<file path="config.mk">
export PLATFORM = sky130hd
export DESIGN_NAME = serial_subtractor
export DESIGN_NICKNAME = d
export VERILOG_FILES = /design/src/rtl/serial_subtractor_pkg.sv /design/src/rtl/serial_subtractor_cell.sv /design/src/rtl/serial_subtractor.sv
export SDC_FILE = /design/constraint.sdc
export NUM_CORES = 1
export LEC_CHECK = 0
export BUFFER_PORTS_ARGS = -buffer_cell sky130_fd_sc_hd__buf_2
export CORE_AREA = 2 2 51 58
export CTS_CLUSTER_SIZE = 25
export DETAILED_ROUTE_END_ITERATION = 16
export DIE_AREA = 0 0 53 60
export PLACE_DENSITY = 0.8
export SLEW_MARGIN = 20
export SYNTH_ARGS = -nofsm -noshare
export SYNTH_HDL_FRONTEND = slang
export SYNTH_SLANG_ARGS = --single-unit
</file>
<file path="constraint.sdc">
create_clock -name clk -period 2.1 [get_ports clk]
set_clock_uncertainty 0.05 [all_clocks]
set_input_delay 0.21 -clock clk [delete_from_list [all_inputs] [get_ports clk]]
set_output_delay 0.21 -clock clk [all_outputs]
set_load 0.01 [all_outputs]
</file>
<file path="src/rtl/serial_subtractor_pkg.sv">
// -----------------------------------------------------------------------------
// serial_subtractor_pkg
//   Shared constants for the bit-serial subtractor:
//     - default operand width
//     - FSM state encoding (kept as plain 2-bit constants so the encoding is
//       fixed and stable across tools and netlists)
// -----------------------------------------------------------------------------
package serial_subtractor_pkg;

  localparam int DEFAULT_WIDTH = 8;

  localparam logic [1:0] ST_IDLE = 2'd0;
  localparam logic [1:0] ST_RUN  = 2'd1;
  localparam logic [1:0] ST_DONE = 2'd2;

endpackage

</file>
<file path="src/rtl/serial_subtractor_cell.sv">
// -----------------------------------------------------------------------------
// full_subtractor_cell
//   Purely combinational 1-bit full subtractor: computes a - b - bin.
//   Ports:
//     a    in  1  minuend bit
//     b    in  1  subtrahend bit
//     bin  in  1  incoming borrow
//     d    out 1  difference bit
//     bout out 1  outgoing borrow
// -----------------------------------------------------------------------------
module full_subtractor_cell (
  input  logic a,
  input  logic b,
  input  logic bin,
  output logic d,
  output logic bout
);

  assign d    = a ^ b ^ bin;
  // Borrow when b exceeds a outright, or when the bits are equal and a borrow
  // is already pending.
  assign bout = (~a & b) | (~(a ^ b) & bin);

endmodule

</file>
<file path="src/rtl/serial_subtractor.sv">
// -----------------------------------------------------------------------------
// serial_subtractor
//   Bit-serial WIDTH-bit subtractor, LSB first, one bit per clock, built from a
//   single full_subtractor_cell plus a registered borrow.
//   Ports:
//     clk        in  1      rising-edge clock
//     rst_n      in  1      asynchronous active-low reset
//     start      in  1      request, sampled only while ready=1
//     a          in  WIDTH  minuend, latched on accepted start
//     b          in  WIDTH  subtrahend, latched on accepted start
//     borrow_in  in  1      initial borrow, latched on accepted start
//     ready      out 1      can accept start (IDLE or DONE)
//     busy       out 1      subtraction in progress (RUN)
//     diff       out WIDTH  a - b - borrow_in mod 2^WIDTH, held until next start
//     borrow_out out 1      final borrow, held with diff
//     valid      out 1      one-cycle pulse when diff/borrow_out are new
// -----------------------------------------------------------------------------
module serial_subtractor
  import serial_subtractor_pkg::*;
#(
  parameter  int WIDTH = DEFAULT_WIDTH,
  localparam int CNT_W = $clog2(WIDTH + 1)
) (
  input  logic             clk,
  input  logic             rst_n,
  input  logic             start,
  input  logic [WIDTH-1:0] a,
  input  logic [WIDTH-1:0] b,
  input  logic             borrow_in,
  output logic             ready,
  output logic             busy,
  output logic [WIDTH-1:0] diff,
  output logic             borrow_out,
  output logic             valid
);

  logic [1:0]       state_q,      state_d;
  logic [WIDTH-1:0] a_sh_q,       a_sh_d;
  logic [WIDTH-1:0] b_sh_q,       b_sh_d;
  logic [WIDTH-1:0] diff_q,       diff_d;
  logic             br_q,         br_d;
  logic [CNT_W-1:0] cnt_q,        cnt_d;
  logic             borrow_out_q, borrow_out_d;

  logic cell_d;
  logic cell_bo;

  full_subtractor_cell u_cell (
    .a    (a_sh_q[0]),
    .b    (b_sh_q[0]),
    .bin  (br_q),
    .d    (cell_d),
    .bout (cell_bo)
  );

  always_comb begin
    state_d      = state_q;
    a_sh_d       = a_sh_q;
    b_sh_d       = b_sh_q;
    diff_d       = diff_q;
    br_d         = br_q;
    cnt_d        = cnt_q;
    borrow_out_d = borrow_out_q;

    case (state_q)
      ST_IDLE, ST_DONE: begin
        if (start) begin
          // diff is cleared only here, so the previous result stays readable
          // through the DONE (valid) cycle even on back-to-back starts.
          a_sh_d  = a;
          b_sh_d  = b;
          br_d    = borrow_in;
          cnt_d   = '0;
          diff_d  = '0;
          state_d = ST_RUN;
        end else if (state_q == ST_DONE) begin
          state_d = ST_IDLE;
        end
      end

      ST_RUN: begin
        // Result bits enter at the MSB; after WIDTH shifts bit 0 sits at LSB.
        diff_d = {cell_d, diff_q[WIDTH-1:1]};
        a_sh_d = a_sh_q >> 1;
        b_sh_d = b_sh_q >> 1;
        br_d   = cell_bo;
        cnt_d  = cnt_q + CNT_W'(1);
        if (cnt_q == CNT_W'(WIDTH - 1)) begin
          state_d      = ST_DONE;
          borrow_out_d = cell_bo;
        end
      end

      default: state_d = ST_IDLE;
    endcase
  end

  always_ff @(posedge clk or negedge rst_n) begin
    if (!rst_n) begin
      state_q      <= ST_IDLE;
      a_sh_q       <= '0;
      b_sh_q       <= '0;
      diff_q       <= '0;
      br_q         <= 1'b0;
      cnt_q        <= '0;
      borrow_out_q <= 1'b0;
    end else begin
      state_q      <= state_d;
      a_sh_q       <= a_sh_d;
      b_sh_q       <= b_sh_d;
      diff_q       <= diff_d;
      br_q         <= br_d;
      cnt_q        <= cnt_d;
      borrow_out_q <= borrow_out_d;
    end
  end

  assign ready      = (state_q != ST_RUN);
  assign busy       = (state_q == ST_RUN);
  assign valid      = (state_q == ST_DONE);
  assign diff       = diff_q;
  assign borrow_out = borrow_out_q;

endmodule

</file>
* Word-level counts from Yosys, hierarchy flattened
Index checks and enable logic that the tools add are counted.
** Word-level totals
- Output and inout port bits :: 12
- Word-level logic and storage cells :: 42
- Register bits after elaboration :: 32
- Bits of input ports :: 20
** Operators by class
- Equality and inequality tests :: 7
- Reduce and logical (&&, ||, !) cells :: 6
- Add/subtract/negate cells :: 1
- Muxes and demuxes :: 14
- Bitwise logic cells :: 7
** Operators with widths (count)
- 8-bit case mux with 2 select lines :: 3
- 8-bit 2-to-1 mux :: 3
- 4-bit case mux with 2 select lines :: 1
- 2-bit 2-to-1 mux :: 3
- 2-bit AND reduction :: 3
- 4-bit by 1-bit adder with 4-bit output (second input constant) :: 1
- 4-bit by 3-bit == test with 1-bit output (second input constant) :: 1
- 4-bit 2-to-1 mux :: 1
- 2-bit by 1-bit inequality test with 1-bit output (second input constant) :: 2
- 2-bit case mux with 2 select lines :: 1
- 3-bit inequality test (second input constant) :: 1
- 1-bit AND :: 2
- 2-bit by 1-bit == test with 1-bit output (second input constant) :: 1
- 2-bit == test (second input constant) :: 1
- 2-bit logical NOT :: 1
- 2-bit inequality test (second input constant) :: 1
- 1-bit NOT :: 2
- 1-bit case mux with 2 select lines :: 1
- 2-bit nonzero test :: 1
- 2-bit OR reduction :: 1
- 1-bit XOR :: 2
- 1-bit 2-to-1 mux :: 1
- 1-bit bitwise OR :: 1

* Depth between registers and ports, before layout
- Depth after elaboration :: 5
- Depth in mapped cells :: 6
- Mapped depth without buffers :: 4

* Hierarchy
A second synthesis with hierarchy kept.
** Second synthesis, totals
- Cells, all modules :: 122
- Area, all modules :: 1415.1 µm²
** By module, submodules not included
- serial_subtractor :: cells each 118, times used 1, area each 1383.8 µm², seq. area each 800.8 µm²
- full_subtractor_cell :: cells each 4, times used 1, area each 31.3 µm², seq. area each 0.0 µm²

* Worst setup path before layout
No wires, ideal clock.
- Kind :: flip-flop to flip-flop
- Start point :: reg br_q
- End point :: reg diff_q[7] (netlist: diff[7])
- Clock period less this slack :: 1.199 ns
- Library setup time :: 0.121 ns
- Slack :: 0.901 ns
- Path buffers :: 0
- Data required time :: 1.929 ns
- Stages on the path, launching flop included :: 4
- Arrival :: 1.028 ns
- Cells stage by stage :: dfrtp_1 -> inv_1 -> fa_1 -> a22o_1
** On the way
- Cells in the longest elaborated chain, start to end :: 2
** Ends and longest elaborated chain
- start: declaration :: RTL line serial_subtractor.sv:41 : logic br_q, br_d;
- start signal: assignment :: RTL line serial_subtractor.sv:112 : br_q <= br_d;
- 1-bit XOR :: RTL line serial_subtractor_cell.sv:19 : assign d = a ^ b ^ bin;
- 8-bit case mux with 2 select lines :: RTL line serial_subtractor.sv:65 : case (state_q)
- end signal: assignment :: RTL line serial_subtractor.sv:111 : diff_q <= diff_d;
- end: declaration :: RTL line serial_subtractor.sv:40 : logic [WIDTH-1:0] diff_q, diff_d;
No other way between the ends.
A chain may end at the register's enable or synchronous reset.

* Worst setup path in the final report
- Start point :: reg state_q[1]
- End point :: out busy
** On the way
- Cells in the longest elaborated chain, start to end :: 1
** Ends and longest elaborated chain
- start: declaration :: RTL line serial_subtractor.sv:37 : logic [1:0] state_q, state_d;
- start signal: assignment :: RTL line serial_subtractor.sv:108 : state_q <= state_d;
- 2-bit by 1-bit == test with 1-bit output :: RTL line serial_subtractor.sv:119 : assign busy = (state_q == ST_RUN);
- end: declaration :: RTL line serial_subtractor.sv:31 : output logic busy,
No other way between the ends.

==> flow_summary.json <==
{
  "cts_resized": 0,
  "wl_per_cell_microns": 14.6,
  "cts_tree": "yes",
  "ys_seq_area_share_pct": 57.5,
  "ys_ff_latch": 32,
  "leakage_nw": 0.833,
  "setup_tns_ns": 0,
  "fmax_mhz": 597,
  "initial_utilization_pct": 53.0,
  "grt_first_pass_wirelength_microns": 4450,
  "slew_viol_final": 0,
  "fin_nets": 174,
  "holdWs_ns": 0.0236,
  "synth_edf_count": 0,
  "core_area_sq_um": 2630,
  "end_kind": "primary output",
  "synthTopCellsByCount": "dfrtp_1, nand2_1, nand3_1, a22oi_1, a22o_1",
  "outcome": "finished, final reports clean",
  "grt_max_degree": 33,
  "worst_pin_slew_ns": 0.717,
  "antennaDiodeCount": 0,
  "fillCellCount": 216,
  "yosysTopAreaCellShare_pct": 57.5,
  "reg2regPathDepth": 4,
  "drc": 0,
  "r2r-end": "br_q",
  "crit_path_start_kind": "register",
  "clock_sinks": 32,
  "post-synth-top-area-cell": "dfrtp_1",
  "ir_drop_v": 0.000914,
  "syn_nets": 142,
  "dp_hpwl_microns": 1810,
  "ys_warn_count": 0,
  "ioPinCount": 32,
  "gr-total-overflow": 0,
  "crit_type": "register to primary output",
  "synth_most_common_cell": "dfrtp_1",
  "cap_violations": 0,
  "postCtsSetupBuffers": 0,
  "cts_root_buf": "clkbuf_4",
  "drtIter0Drc": 18,
  "r2r_start": "state_q[0]",
  "required_ns": 1.84,
  "die_area_sq_um": 3180,
  "syn_inst": 120,
  "fin_crit_sh_pct": 79.8,
  "hold_start": "a[4]",
  "netlist_area_sq_um": 1390,
  "synth_ff_type": "dfrtp_1",
  "arrival_ns": 1.42,
  "grt_pass1_vias": 990,
  "clock_latency_ns": 0.34,
  "viasPerCell": 5.55,
  "first_pass_iters": 4,
  "syn_area_per_cell_sq_um": 11.6,
  "cts_htree_levels": 2,
  "drt.antenna.violating_nets": 0,
  "synth.distinct_cells": 22,
  "rrSetupSlack_ns": 0.61,
  "crit_end": "busy",
  "numCtsBuffers": 5,
  "maxSlewHeadroom_pct": 52.0,
  "hold_path_class": "primary input to register",
  "power_mw": 2.58,
  "fin_crit_ns": 1.68,
  "cellPowerDensity_nw_per_um2": 1580,
  "rsz0062_at_grt": "no",
  "worstPathMaxFanout": 28,
  "antenna_found_initial": 0,
  "vias": 1032,
  "cts_buffer_depth": 2,
  "totalWireLength_microns": 2710,
  "clkTransAtPathRegs_ns": 0.10,
  "hold_buffers": 1,
  "gp_congestion": 0.762,
  "drive_above_1_share_pct": 28.8,
  "setup_viol": 0,
  "synthTopCellsByArea": "dfrtp_1, a22o_1, a22oi_1",
  "area_growth_pct": 17.2,
  "hold_viol": 0,
  "die_h_microns": 60,
  "die_x_microns": 53,
  "io_buffers": 31,
  "track_usage_pct": 20.3,
  "async_reset_ff_share_pct": 100,
  "post-route-util_pct": 62.1,
  "std_cell_rows": 20,
  "crit_start": "state_q[1]"
}
## cell usage in the layout, fill, tap and decap left out, drive strengths merged
cell type,count
nand3,14
a22oi,13
a221o,2
buf,34
dfrtp,32
clkbuf,7
bufinv,1
nor2b,3
nand2b,2
o21ai,2
inv,4
nand2,16
dlygate4sd3,1
mux2i,3
nor2,2
nor3,2
ha,1
nand4,1
a22o,12
fa,1
## layout make-up
type | count | area (sq um) | area share (%)
clock buffer | 7 | 65.1 | 3.99
clock inverter | 1 | 30.0 | 1.84
inverter | 4 | 15.0 | 0.920
multi-input combinational | 74 | 492 | 30.1
sequential | 32 | 801 | 49.1
tap | 33 | 41.3 | 2.53
timing repair buffer | 35 | 188 | 11.5
## cell families after synthesis
family	after synthesis	synth area share, %
flops	32	57.5
buf+inv	14	7.19
simple gates	40	14.1
mux	3	2.16
fa+ha+maj	2	2.34
compound gates	29	16.7
## how the worst min path moves through the flow
stage	endpoint	cells past startpoint
floorplan	a_sh_q[0]	0
global placement	state_q[1]	1
detailed placement	diff[7]	1
CTS	a_sh_q[4]	3
global route	b_sh_q[3]	3
finish	a_sh_q[4]	3
## through the flow
step                setup slack [ns]  instance area [sq um]  std cells
global route                   0.339                   1630        186
global placement               0.684                   1530        177
floorplan                      0.901                   1390        120
detailed placement             0.628                   1530        177
CTS                            0.414                   1630        186
finish                         0.424                   1630        186
## worst max-delay path, stage by stage, from the launching register on
cell	delay, ns
dfrtp_1	0.38
nand2b_1	0.17
inv_2	0.06
buf_4	0.27
buf_2	0.19
## routing by layer
layer	routed length (microns)	track usage [%]	part of all wire, %
met1	1180	24.9	44
met2	1310	31.1	48
met3	166	8.75	6.1
met4	52	8.79	1.9
met5	0	0	0
## where the power goes
group          switching, mW  internal (mW)
logic                  0.538          0.441
clock network          0.214          0.316
registers              0.184          0.891
## registers in the layout, summed over array words and instances, names as in the netlist
signal	cells
br_q	1
borrow_out	1
b_sh_q	8
a_sh_q	8
diff	8
cnt_q	4
state_q	2
No activity file was read; power rests on OpenSTA's default activity.
